File: src/rtl/pwm_peripheral.sv
// pwm_peripheral: 16-channel output block, each channel static-on or PWM at a shared duty.
// Define PWM_SHADOW_EN to latch the duty at period boundaries instead of using it live.
module pwm_peripheral #(
  parameter int CLK_DIV = 13
) (
  input  logic       clk,
  input  logic       rst,
  input  logic [7:0] en_reg_out_7_0,
  input  logic [7:0] en_reg_out_15_8,
  input  logic [7:0] en_reg_pwm_7_0,
  input  logic [7:0] en_reg_pwm_15_8,
  input  logic [7:0] pwm_duty_cycle,
  output logic [7:0] uo_out,
  output logic [7:0] uio_out,
  output logic       pwm_period_start
);
  logic [15:0] prescaler;
  logic [7:0] pwm_cnt, duty_eff;
  logic tick, wrap, pwm_hi;
  logic [15:0] en_out, en_pwm;
  assign tick = prescaler == 16'(CLK_DIV - 1);
  assign wrap = tick && pwm_cnt == 8'd254;
  assign pwm_hi = pwm_cnt < duty_eff;
  assign en_out = {en_reg_out_15_8, en_reg_out_7_0};
  assign en_pwm = {en_reg_pwm_15_8, en_reg_pwm_7_0};
  always_ff @(posedge clk)
    if (rst) begin
      prescaler <= '0;
      pwm_cnt <= '0;
      pwm_period_start <= 1'b0;
      uo_out <= '0;
      uio_out <= '0;
    end else begin
      prescaler <= tick ? '0 : prescaler + 16'd1;
      pwm_cnt <= wrap ? '0 : tick ? pwm_cnt + 8'd1 : pwm_cnt;
      pwm_period_start <= wrap;
      {uio_out, uo_out} <= en_out & (~en_pwm | {16{pwm_hi}});
    end
`ifdef PWM_SHADOW_EN
  // loaded on the last step of a period so the new duty starts with the next period
  always_ff @(posedge clk)
    if (rst) duty_eff <= '0;
    else if (wrap) duty_eff <= pwm_duty_cycle;
`else
  assign duty_eff = pwm_duty_cycle;
`endif
endmodule

File: config.mk
export PLATFORM = sky130hd
export DESIGN_NAME = pwm_peripheral
export DESIGN_NICKNAME = d
export VERILOG_FILES = /design/src/rtl/pwm_peripheral.sv
export SDC_FILE = /design/constraint.sdc
export NUM_CORES = 1
export LEC_CHECK = 0
export CORE_ASPECT_RATIO = 1.4
export CORE_MARGIN = 2
export CORE_UTILIZATION = 30
export CTS_CLUSTER_SIZE = 12
export DETAILED_ROUTE_END_ITERATION = 7
export SETUP_SLACK_MARGIN = 0.2
export SYNTH_ARGS = -nofsm -noshare
export SYNTH_HDL_FRONTEND = slang
export SYNTH_SLANG_ARGS = --single-unit
File: constraint.sdc
create_clock -name clk -period 2.27 [get_ports clk]
set_clock_uncertainty 0.05 [all_clocks]
set_input_delay 0.227 -clock clk [delete_from_list [all_inputs] [get_ports clk]]
set_output_delay 0.227 -clock clk [all_outputs]
set_load 0.005 [all_outputs]
==> results.ini, run 1 <==
[outcome]
status = finished, final reports clean

[routing]
met1Wirelength_um = 2050
route.met2.wl_um = 2430
finalWirelength_um = 4830
drc = 0
drt_pass1_iterations = 4
wire_per_inst_um = 13.4
vias = 1772
maxUsedRoutingLayer = met4
via_per_inst = 4.94
final_antenna_net_count = 0
wl_met3_um = 270
drt_iter0_drc = 113

[critical_path]
end_kind = flop
ff2ff_setup_slack_ps = 390
timing.rr.start = prescaler[0]
path_max_fanout = 6
arrival_ps = 2060
reg2reg_depth = 6
crit_required_ps = 2450
crit_type = reg -> reg
start_kind = flop
rr_endpoint = pwm_cnt[6]

[cells_and_area]
synthToLayoutAreaGrowth_pct = 41.7
multi_input_area_um2 = 1010
final_layout_size_suffix_gt1_frac = 0.0836
final_util = 0.437
final.fill_count = 631
register_area_um2 = 821
n_antenna_cell = 0
final_nets = 339
design_area_um2 = 2710

[place]
place_congestion = 0.836
dp_hpwl_um = 3550
dpl_cell_area_um2 = 2580
io_buffers = 58

[floorplanning]
die_x_um = 71.5
fp-row-count = 34
num_io_pins = 59
start_util = 0.308
core_area_um2 = 6210
dieArea_um2 = 7040
die_y_um = 98.5

[timing]
rsz0062_at_grt = false
min_period_ps = 1880
hold_viol = 0
max_freq_ghz = 0.531
fin_crit_sh = 0.830
setup_viol = 0
worst_pin_slew_ps = 496
slew_viol_final = 0
relSlewSlack = 0.670

[hold_path]
holdPathEnd = uio_out[6]
holdCritStartpoint = en_reg_out_15_8[6]
hold_depth = 3
hp-class = in -> reg

[clocking]
clkSlewWorstSetupHoldPaths_ps = 100
ctsLongestPathBuffers = 2
cts_buffers = 5
cts_sinks = 41
htreeDepth = 2
clk_latency_ps = 300
cts_tree = yes
root_buffer = clkbuf_8

[power]
p_leak_uw = 0.00104
p_sw_frac = 0.247
vdd_drop_max_mv = 0.396
cellPowerDensity_nw_per_um2 = 525
power.switching_uw = 351
p_int_uw = 1070
pwr-share-seq = 0.526
combPwrFrac = 0.112
clockPowerShare = 0.362
power_uw = 1430

[global_routing]
grt_overflow = 0
grt.total_usage = 0.141
grt_max_degree = 17
grt_pass1_wl_um = 8020
grt_pass1_vias = 1738
antenna_found_initial = 0

[logic_synthesis]
seq_area_frac_synth = 0.429
synth-edff-count = 0
async_reset_ff_frac = 0
synth-seq-cells = 41
yosys_warnings = 0
synth_area_um2 = 1910
synth_nets = 274
netlist_instances = 221
syn_area_per_cell_um2 = 8.66
synth_cell_type_count = 37
synth-main-ff-cell = dfxtp_1

[job]
drv_cap = 0

==> critical path, cell delays in order (launching register included) <==
cell     delay [ps]
dfxtp_1         380
inv_1            80
ha_1            140
nor4b_4         200
nand4_1         270
or4_1           540
a21oi_1         160
==> timing repair <==
action / 4_1_cts / 5_1_grt
hold buffers: 0 / 0
gates resized for setup: 0 / 1
setup buffers: 0 / 3
endpoints found under the setup margin: 0 / 8
==> metrics by stage <==
step	setup slack, ps	hold slack [ps]	TNS [ps]	std cells
global route	204	365	0	359
global placement	57.0	441	0	348
floorplan	671	264	0	221
detailed placement	-7.33	442	-7.33	348
finish	386	385	0	359
CTS	326	377	0	356
==> kinds of logic after synthesis <==
| group | after synthesis | synth area share |
|---|---|---|
| compound gates | 45 | 0.140 |
| buf+inv | 25 | 0.0510 |
| simple gates | 87 | 0.254 |
| flops | 41 | 0.429 |
| xor+xnor | 12 | 0.0549 |
| fa+ha+maj | 11 | 0.0719 |
==> worst max path at each step <==
| stage | slack [ps] | from | depth (start not counted) | endpoint |
|---|---|---|---|---|
| CTS | 330 | pwm_duty_cycle[6] | 7 | uo_out[1] |
| floorplan | 670 | pwm_cnt[1] | 5 | uio_out[4] |
| global placement | 60 | pwm_duty_cycle[6] | 7 | uio_out[2] |
| finish | 390 | prescaler[0] | 6 | pwm_cnt[6] |
| detailed placement | -7 | pwm_duty_cycle[6] | 7 | uo_out[1] |
| global route | 200 | prescaler[0] | 6 | pwm_cnt[6] |
==> cells in the final DEF (no fill, tap or decap), drive strengths merged, types with 4 or more instances in the layout <==
master,netlist,layout
or3,5,5
ha,11,11
nand3,9,9
nand2,25,25
clkdlybuf4s50,0,58
nand4,4,4
buf,3,7
nor4,5,5
inv,17,19
o21ai,7,7
nor3,5,5
nor2,14,14
dfxtp,41,41
clkbuf,4,5
xnor2,9,9
and3,5,5
a21oi,29,29
==> cell type report <==
cell class              instances  share of cell area
multi-input cells             155               0.371
clock inverters                 3             0.00923
flip-flops and latches         41               0.303
clock buffers                   5              0.0254
inverters                      18              0.0249
repair buffers                 65               0.233
well taps                      72              0.0332
==> synthesized netlist by cell type, types with 5 or more instances <==
library cell	count	share of area
xnor2_1	9	0.041
or3_1	5	0.016
nand2_1	25	0.049
nor3_1	5	0.013
a21oi_1	29	0.076
o21ai_0	7	0.018
nor2_1	14	0.027
nand3_1	9	0.024
inv_1	17	0.033
ha_1	11	0.072
dfxtp_1	41	0.43
==> registers in the layout, indices dropped and copies added, names as in the netlist <==
register and cells:
uo_out 8, prescaler 16, pwm_cnt 8, pwm_period_start 1, uio_out 8
==> power groups by stage <==
stage                     logic, uW  registers, uW  clock network [uW]
after floorplan                43.9            767                   0
after global placement          158            767                   0
after detailed placement        160            767                   0
after CTS                       161            750                 530
after global routing            175            753                 562
final                           159            750                 516
==> routing by layer <==
metal | track usage | up-vias
met2 | 0.245 | 55
met5 | 0 | -
met4 | 0.0537 | 0
met3 | 0.0348 | 6
li1 | - | 895
met1 | 0.166 | 816
No activity file was read; power rests on OpenSTA's default activity.
==> run 2: changes to the inputs <==
==> constraint.sdc (replaced) <==
create_clock -name clk -period 1.5 [get_ports clk]
set_clock_uncertainty 0.05 [all_clocks]
set_input_delay 0.15 -clock clk [delete_from_list [all_inputs] [get_ports clk]]
set_output_delay 0.15 -clock clk [all_outputs]
set_load 0.005 [all_outputs]
==> run 2 against run 1 <==
Effect of this change:
- the flow now finishes with violations (negative setup slack)
- via count is 7.2% higher
- maximum frequency is 3.9% higher
- final area is 24% higher
- clock power is 96% higher
- routed wire length increased by 9.9%
- non-clock buffer count is 35 higher
- largest power group unchanged
- highest routed layer unchanged
==> results.ini, run 2 (synthesis gave the netlist of run 1 again) <==
[outcome]
status = finished, violations left  ; was finished, final reports clean
violations = negative setup slack

[timing]
worst_pin_slew_ps = 401  ; was 496 ps
slew_viol_final = 0  ; unchanged
relSlewSlack = 0.731  ; was 0.670
min_period_ps = 1810  ; was 1880 ps
setup-tns-final_ps = -8810  ; was 0 ps
hold_viol = 0  ; unchanged
setup_viol = 40  ; was 0
max_freq_ghz = 0.552  ; was 0.531 GHz
worst_slack_ps = -313  ; was 386 ps
fin_crit_sh = 1.21  ; was 0.830
rsz0062_at_grt = true  ; was false

[clocking]
cts_tree = yes  ; unchanged
cts_buffers = 5  ; unchanged
htreeDepth = 2  ; unchanged
cts_sinks = 41  ; unchanged
clk_latency_ps = 290  ; was 300 ps
ctsLongestPathBuffers = 2  ; unchanged
clkSlewWorstSetupHoldPaths_ps = 90  ; was 100 ps
root_buffer = clkbuf_8  ; unchanged

[cells_and_area]
final_layout_size_suffix_gt1_frac = 0.376  ; was 0.0836
largest_reg_flops = 16  ; unchanged
top_register = prescaler  ; unchanged
final_common_cell = clkdlybuf4s50_1  ; unchanged
final.fill_count = 567  ; was 631
final_cell_mix = clkdlybuf4s50_1 (41), buf_4 (36), dfxtp_1 (31)  ; was clkdlybuf4s50_1 (58), dfxtp_1 (41), a21oi_1 (29)
final_nets = 374  ; was 339
final_cells = 394  ; was 359
synthToLayoutAreaGrowth_pct = 75.8  ; was 41.7%
n_antenna_cell = 0  ; unchanged

[routing]
final_antenna_net_count = 0  ; unchanged
drt_pass1_iterations = 4  ; unchanged
drt_iter0_drc = 81  ; was 113
via_per_inst = 4.82  ; was 4.94
wire_per_inst_um = 13.5  ; was 13.4 um
finalWirelength_um = 5300  ; was 4830 um
drc = 0  ; unchanged
vias = 1900  ; was 1772

[critical_path]
crit_required_ps = 1640  ; was 2450 ps
arrival_ps = 1950  ; was 2060 ps
path_cells = inv_2 -> ha_4 -> nor4b_4 -> nand4_1 -> buf_4 -> buf_6 -> nand2_4 -> clkbuf_16 -> nor2_1  ; was inv_1 -> ha_1 -> nor4b_4 -> nand4_1 -> or4_1 -> a21oi_1
crit_type = reg -> reg  ; unchanged
cp_top_family = simple AND/OR/NAND/NOR gates  ; unchanged
crit_start = prescaler[1]  ; was prescaler[0]
start_kind = flop  ; unchanged
path_depth = 9  ; was 6
crit_end = prescaler[10]  ; was pwm_cnt[6]
slowest_stage = dfxtp_2  ; was or4_1
reg2reg_depth = 9  ; was 6
critical_path_buf_inv_count = 4  ; was 1
path_max_fanout = 7  ; was 6
end_kind = flop  ; unchanged
timing.rr.start = prescaler[1]  ; was prescaler[0]
slowest_delay_ps = 340  ; was 540 ps
rr_endpoint = prescaler[10]  ; was pwm_cnt[6]
ff2ff_setup_slack_ps = -310  ; was 390 ps

[global_routing]
grt_pass1_vias = 1916  ; was 1738
grt.total_usage = 0.146  ; was 0.141
grt_max_degree = 17  ; unchanged
grt_pass1_wl_um = 8280  ; was 8020 um
grt_overflow = 0  ; unchanged
antenna_found_initial = 0  ; unchanged

[place]
dp.cells = 378  ; was 348
place_ws_ps = -391  ; was -7.33 ps
place_congestion = 0.824  ; was 0.836
dp_hpwl_um = 3780  ; was 3550 um
io_buffers = 58  ; unchanged

[floorplanning]
num_io_pins = 59  ; unchanged
start_util = 0.308  ; unchanged
core_area_um2 = 6210  ; unchanged
fp-row-count = 34  ; unchanged
die_x_um = 71.5  ; unchanged
die_y_um = 98.5  ; unchanged
dieArea_um2 = 7040  ; unchanged

[hold_path]
hold_depth = 3  ; unchanged
hp-class = in -> reg  ; unchanged

[job]
drv_cap = 0  ; unchanged

[power]
p_leak_uw = 0.00134  ; was 0.00104 uW
vdd_drop_max_mv = 0.397  ; was 0.396 mV
cellPowerDensity_nw_per_um2 = 725  ; was 525 nW/um^2

## run 2: cell count changes in the layout (fill, tap and decap cells not counted), moves of 12 or more
cell / change
buf_4: +29
dlygate4sd2_1: +17
a21oi_2: +21
clkdlybuf4s50_1: -17
a21oi_1: -22
nor2_1: -12
## run 2: repair_timing
action | 4_1_cts | 5_1_grt
setup buffers | 3 | 3
pin swaps | 5 | 23
hold buffers | 0 | 0
gates cloned | 1 | 1
setup endpoints to repair | 58 | 41
resized for setup | 27 | 54
## run 2: layout make-up
type	instances	area (um^2)	share of cell area
Multi-Input combinational cell	155	1290	0.385
Timing Repair Buffer	100	942	0.280
Sequential cell	41	838	0.249
Clock buffer	6	93.8	0.0279
Tap cell	72	90.1	0.0268
Inverter	18	67.6	0.0201
Clock inverter	2	38.8	0.0115
## run 2: worst min path at each step
stage | end | from | slack (ps)
floorplan | uio_out[5] | en_reg_pwm_15_8[5] | 180
global placement | pwm_cnt[0] | pwm_cnt[0] | 450
detailed placement | pwm_cnt[0] | pwm_cnt[0] | 450
CTS | uo_out[4] | en_reg_out_7_0[4] | 310
global route | uo_out[1] | en_reg_out_7_0[1] | 340
finish | uo_out[4] | en_reg_out_7_0[4] | 330
## run 2: worst reg2reg max path: stages (launching register included)
cell and delay [ps]:
dfxtp_2 340, inv_2 60, ha_4 110, nor4b_4 240, nand4_1 270, buf_4 220
buf_6 130, nand2_4 80, clkbuf_16 170, nor2_1 40
## run 2: where the power goes
part           internal (uW)  switching [uW]  total (uW)
clock                    603             409        1010
combinational            188             114         303
sequential              1120            9.59        1130
## run 2: per-layer routing
| layer | vias to the layer above | routed length, um | track usage |
|---|---|---|---|
| met5 | - | 0 | 0 |
| met4 | 0 | 139 | 0.0639 |
| met3 | 13 | 229 | 0.0317 |
| met2 | 55 | 2810 | 0.266 |
| met1 | 863 | 2120 | 0.158 |
| li1 | 969 | - | - |
## run 2: per-stage QoR
step | instance area (um^2) | power (uW) | hold slack (ps) | utilization
after floorplan | 2030 | 1240 | 183 | -
after global placement | 2940 | 1430 | 449 | 0.473
after detailed placement | 2940 | 1430 | 451 | 0.473
after CTS | 3130 | 2450 | 315 | 0.503
after global routing | 3370 | 2550 | 335 | 0.542
final | 3370 | 2440 | 328 | 0.542
==> run 3: changes to the inputs <==
--- a/config.mk
+++ b/config.mk
@@ -7,9 +7,10 @@
 export LEC_CHECK = 0
 export CORE_ASPECT_RATIO = 1.4
 export CORE_MARGIN = 2
-export CORE_UTILIZATION = 30
+export CORE_UTILIZATION = 36
 export CTS_CLUSTER_SIZE = 12
 export DETAILED_ROUTE_END_ITERATION = 7
+export PLACE_DENSITY = 0.67
 export SETUP_SLACK_MARGIN = 0.2
 export SYNTH_ARGS = -nofsm -noshare
 export SYNTH_HDL_FRONTEND = slang
==> run 3 against run 2 <==
Effect of this change:
- the run still ends with negative setup slack left
- first-iteration DRC count decreased by 53%
- power decreased by 4.4%
- die area fell by 16%
- highest routed layer unchanged
- critical path depth decreased by 2
- core utilization increased by 10 points
- routed wire length increased by 3.8%
- hold slack improved by 3.1 ps
- critical path type unchanged
- register-to-register slack about the same
- via count increased by 1.3%
- final cell count down 0.51%
- global-route usage increased by 4.5 points
- largest cell class unchanged
==> results.ini, run 3 (synthesis gave the netlist of run 1 again) <==
[cells_and_area]
top_register = prescaler  ; unchanged
final_nets = 378  ; was 374
synthToLayoutAreaGrowth_pct = 73.3  ; was 75.8%
final_util = 0.643  ; was 0.542
final_layout_size_suffix_gt1_frac = 0.377  ; was 0.376
largest_reg_flops = 16  ; unchanged
final_cell_mix = clkdlybuf4s50_1 (39), buf_4 (39), dfxtp_1 (34)  ; was clkdlybuf4s50_1 (41), buf_4 (36), dfxtp_1 (31)
final_cells = 392  ; was 394
design_area_um2 = 3320  ; was 3370 um^2
n_antenna_cell = 0  ; unchanged

[timing]
slew_viol_final = 0  ; unchanged
worst_slack_ps = -316  ; was -313 ps
relSlewSlack = 0.735  ; was 0.731
max_freq_ghz = 0.551  ; was 0.552 GHz
rsz0062_at_grt = true  ; unchanged
min_period_ps = 1820  ; was 1810 ps
hold_viol = 0  ; unchanged
worst_pin_slew_ps = 395  ; was 401 ps
hold_ws_ps = 331  ; was 328 ps
setup_viol = 41  ; was 40
fin_crit_sh = 1.21  ; about the same

[power]
cellPowerDensity_nw_per_um2 = 703  ; was 725 nW/um^2
vdd_drop_max_mv = 0.527  ; was 0.397 mV
p_leak_uw = 0.00132  ; was 0.00134 uW

[floorplanning]
core_area_um2 = 5160  ; was 6210 um^2
num_io_pins = 59  ; unchanged
die_y_um = 90.3  ; was 98.5 um
die_x_um = 65.6  ; was 71.5 um
start_util = 0.371  ; was 0.308
dieArea_um2 = 5930  ; was 7040 um^2
fp-row-count = 31  ; was 34

[global_routing]
grt_max_degree = 19  ; was 17
grt_pass1_vias = 1989  ; was 1916
antenna_found_initial = 0  ; unchanged
grt.total_usage = 0.191  ; was 0.146
grt_overflow = 0  ; unchanged
grt_pass1_wl_um = 8980  ; was 8280 um

[place]
dpl_cell_area_um2 = 2950  ; was 2940 um^2
io_buffers = 58  ; unchanged
dp.cells = 377  ; was 378
place_congestion = 0.846  ; was 0.824
place_ws_ps = -379  ; was -391 ps
dp_hpwl_um = 3890  ; was 3780 um

[critical_path]
rr_endpoint = pwm_cnt[3]  ; was prescaler[10]
crit_type = reg -> reg  ; unchanged
reg2reg_depth = 7  ; was 9
path_max_fanout = 2  ; was 7
end_kind = flop  ; unchanged
start_kind = flop  ; unchanged
ff2ff_setup_slack_ps = -320  ; was -310 ps
crit_required_ps = 1690  ; was 1640 ps
crit_start = prescaler[0]  ; was prescaler[1]
arrival_ps = 2010  ; was 1950 ps
timing.rr.start = prescaler[0]  ; was prescaler[1]

[clocking]
clk_latency_ps = 300  ; was 290 ps
cts_tree = yes  ; unchanged
ctsLongestPathBuffers = 2  ; unchanged
cts_buffers = 5  ; unchanged
root_buffer = clkbuf_8  ; unchanged
cts_sinks = 41  ; unchanged
clkSlewWorstSetupHoldPaths_ps = 90  ; about the same
htreeDepth = 2  ; unchanged

[job]
drv_cap = 0  ; unchanged

[outcome]
violations = negative setup slack  ; unchanged
status = finished, violations left  ; unchanged

[routing]
wire_per_inst_um = 14.0  ; was 13.5 um
drc = 0  ; unchanged
drt_pass1_iterations = 4  ; unchanged
drt_iter0_drc = 38  ; was 81
final_antenna_net_count = 0  ; unchanged
finalWirelength_um = 5500  ; was 5300 um
via_per_inst = 4.91  ; was 4.82
vias = 1924  ; was 1900

[hold_path]
hp-class = in -> reg  ; unchanged
hold_depth = 3  ; unchanged
holdPathEnd = uio_out[5]  ; was uo_out[4]
holdCritStartpoint = en_reg_out_15_8[5]  ; was en_reg_out_7_0[4]

==> run 3: per-stage QoR <==
stage | TNS [ps] | power, uW
2_1_floorplan | -512 | 1240
3_3_place_gp | -9380 | 1420
3_5_place_dp | -9680 | 1430
4_1_cts | -4920 | 2340
5_1_grt | -9980 | 2430
6_report | -6870 | 2330
==> run 3: worst max path at each step <==
stage / to / cells after the start
global placement: uio_out[4] / 8
floorplan: pwm_cnt[1] / 7
finish: pwm_cnt[3] / 7
CTS: pwm_cnt[3] / 7
detailed placement: uio_out[2] / 8
global route: pwm_cnt[1] / 7
==> run 3: per-layer routing <==
layer / track usage / part of all wire / up-vias
li1: - / - / 984
met1: 0.213 / 0.38 / 908
met2: 0.359 / 0.59 / 28
met3: 0.0324 / 0.026 / 4
met4: 0.0538 / 0.011 / 0
met5: 0 / 0 / -
==> run 3: repair_timing <==
action / in CTS / in global routing
pin swaps: 26 / 10
endpoints found under the setup margin: 58 / 41
resized for setup: 50 / 29
hold buffers: 0 / 0
gates cloned: 1 / 0
buffers inserted: 5 / 1
==> run 3: critical path, cell delays in order, from the launching register on <==
cell and delay, ps:
dfxtp_2 340, inv_2 70, ha_4 130, nor4b_4 250, nand4_1 130, buf_4 160, or4_4 510, a21oi_2 130
==> run 3: power by group <==
| part | internal [uW] | switching (uW) |
|---|---|---|
| registers | 1110 | 9.69 |
| logic | 186 | 115 |
| clock network | 500 | 406 |
==> run 3: area by class of cell <==
type / count / area, um^2
clock buffers: 5 / 68.8
clock inverters: 3 / 45.0
fillers: 438 / 1840
inverters: 18 / 67.6
multi-input cells: 155 / 1260
flip-flops and latches: 41 / 835
well taps: 66 / 82.6
repair buffers: 104 / 958
==> RTL change, RTL diff (settings of run 3) <==
Register the inputs `en_reg_out_7_0`, `en_reg_out_15_8`, `en_reg_pwm_7_0` and `en_reg_pwm_15_8` before use. The logic sees them one clock later. The other inputs are not delayed to match.
--- a/src/rtl/pwm_peripheral.sv
+++ b/src/rtl/pwm_peripheral.sv
@@ -14,6 +14,19 @@
   output logic [7:0] uio_out,
   output logic       pwm_period_start
 );
+
+  logic [7:0] en_reg_out_7_0_q;
+  logic [7:0] en_reg_out_15_8_q;
+  logic [7:0] en_reg_pwm_7_0_q;
+  logic [7:0] en_reg_pwm_15_8_q;
+
+  always_ff @(posedge clk) begin
+      en_reg_out_7_0_q  <= en_reg_out_7_0;
+      en_reg_out_15_8_q <= en_reg_out_15_8;
+      en_reg_pwm_7_0_q  <= en_reg_pwm_7_0;
+      en_reg_pwm_15_8_q <= en_reg_pwm_15_8;
+  end
+
   logic [15:0] prescaler;
   logic [7:0] pwm_cnt, duty_eff;
   logic tick, wrap, pwm_hi;
@@ -21,8 +34,8 @@
   assign tick = prescaler == 16'(CLK_DIV - 1);
   assign wrap = tick && pwm_cnt == 8'd254;
   assign pwm_hi = pwm_cnt < duty_eff;
-  assign en_out = {en_reg_out_15_8, en_reg_out_7_0};
-  assign en_pwm = {en_reg_pwm_15_8, en_reg_pwm_7_0};
+  assign en_out = {en_reg_out_15_8_q, en_reg_out_7_0_q};
+  assign en_pwm = {en_reg_pwm_15_8_q, en_reg_pwm_7_0_q};
   always_ff @(posedge clk)
     if (rst) begin
       prescaler <= '0;
Check against the original RTL: not equivalent (a bounded check fails within 4 cycles, from zero or initial values and one cycle with rst high).
==> RTL change against run 3 <==
The flow still finishes with violations (negative setup slack). Synthesized area grew 30%. Power grew 68%. Sequential share of layout area grew 11 points. Design area grew 21%. Sequential cell count grew 32. Wire length shrank 0.35%. Utilization shrank 3.8 points. Worst setup slack gained 0.19 ns. Synthesized cell count grew 11%. Critical path type unchanged. Critical endpoint is now prescaler[9]. Largest cell class is now sequential cells.
==> RTL change: results (changes against run 3) <==
- Status: finished with violations (unchanged)
- Failing checks: negative setup slack (unchanged)
- Largest fanout of any net on the critical path: 8 (was 2)
- Clock network area share: 5.185% (was 3.431%)
- Minimum hold slack: 0.1867 ns (was 0.3308 ns)
- Area of combinational cells with multiple inputs: 1231 µm² (was 1261 µm²)
- Pin slew with the least headroom to its limit: 0.3492 ns (was 0.3945 ns)
- Post-CTS sizing: 33 (was 50)
- Placement-stage worst setup slack: -0.4302 ns (was -0.3793 ns)
- Met3 Wirelength: 422 µm (was 143 µm)
- Endpoint of the most critical register-to-register path: prescaler[9] (was pwm_cnt[3])
- Routed length on met1: 2068 µm (was 2074 µm)
- Worst Path Arrival: 1.81 ns (was 2.01 ns)
- Vias per std cell: 4.536 (was 4.908)
- Pin count of the biggest net entering global routing: 17 (was 19)
- Count of buffers not belonging to the clock network in the layout: 101 (was 104)
- Layout cell share with drive strength beyond 1: 33.99% (was 37.73%)
- GR Layer Usage met1: 17.36% (was 21.25%)
- Cell area after placement: 3523 µm² (was 2953 µm²)
- Unique masters post-synth: 36 (was 37)
- Post-synth net total: 299 (was 274)
- RePlAce Congestion: 0.7769 (was 0.8460)
- Aggregate negative setup slack: -2.585 ns (was -6.868 ns)
- Post-synthesis sequential area ratio: 58.61% (was 42.88%)
- Count of placed standard cells including taps: 429 (was 377)
- Multi-input gates: 148 (was 155)
- Cell types with the highest counts after synthesis: 73 x dfxtp_1, 26 x a21oi_1, 23 x nand2_1 (was 41 x dfxtp_1, 29 x a21oi_1, 25 x nand2_1)
- Vias in the first global route: 2044 (was 1989)
- FF+latch area: 1474 µm² (was 834.6 µm²)
- Net switching fraction of the power: 23.19% (was 22.75%)
- Slack of the critical path: -0.1237 ns (was -0.3157 ns)
- Global routing met2 resource utilization: 25.76% (was 35.86%)
- Synthesized-area fraction occupied by ao, oa, aoi and oai cells: 9.885% (was 13.99%)
- Worst Hold Launch: en_reg_pwm_7_0[7] (was en_reg_out_15_8[5])
- CTS HTree Levels: 3 (was 2)
- Area of the core: 6656 µm² (was 5159 µm²)
- Number of cells on the worst hold path: 1 (was 3)
- Iter 0 DRT Violations: 51 (was 38)
- R2r worst-path depth: 9 (was 7)
- Most area-consuming cells after synthesis: dfxtp_1 59%, ha_1 5.5%, a21oi_1 5.2% (was dfxtp_1 43%, a21oi_1 7.6%, ha_1 7.2%)
- Met2 wire len: 2916 µm (was 3223 µm)
- Post-CTS setup buffer count: 1 (was 5)
- Worst vdd rail ir drop: 0.9453 mV (was 0.5269 mV)
- Proportion of final cell area spent on non-clock buffers: 23.16% (was 28.88%)
- Final Setup Violations: 35 (was 41)
- Clock insertion delay at the later pin of the skew report: 0.35 ns (was 0.30 ns)
- Routed Wire Length: 5481 µm (was 5500 µm)
[RTL change: changes by cell type in the layout (fill, tap and decap cells not counted), sizes merged, moves of 4 or more]
cell    before  now
nor2        14   19
clkbuf       6   10
dfxtp       41   73
xnor2        9   13
[RTL change: power by group through the flow]
| stage | Combinational, mW | Clock (mW) | Sequential (mW) |
|---|---|---|---|
| final | 0.293 | 1.58 | 2.04 |
| after global routing | 0.324 | 1.72 | 2.05 |
| after CTS | 0.261 | 1.63 | 2.03 |
| after detailed placement | 0.266 | 0 | 2.08 |
| after global placement | 0.262 | 0 | 2.08 |
| after floorplan | 0.0693 | 0 | 2.08 |
[RTL change: worst max-delay path, stage by stage (launching register included)]
cell and delay (ns):
dfxtp_2 0.33, inv_2 0.06, ha_4 0.11, nor4b_4 0.22, nand4_4 0.17, buf_6 0.16
buf_6 0.12, nand2_4 0.08, buf_12 0.17, nor2_4 0.03
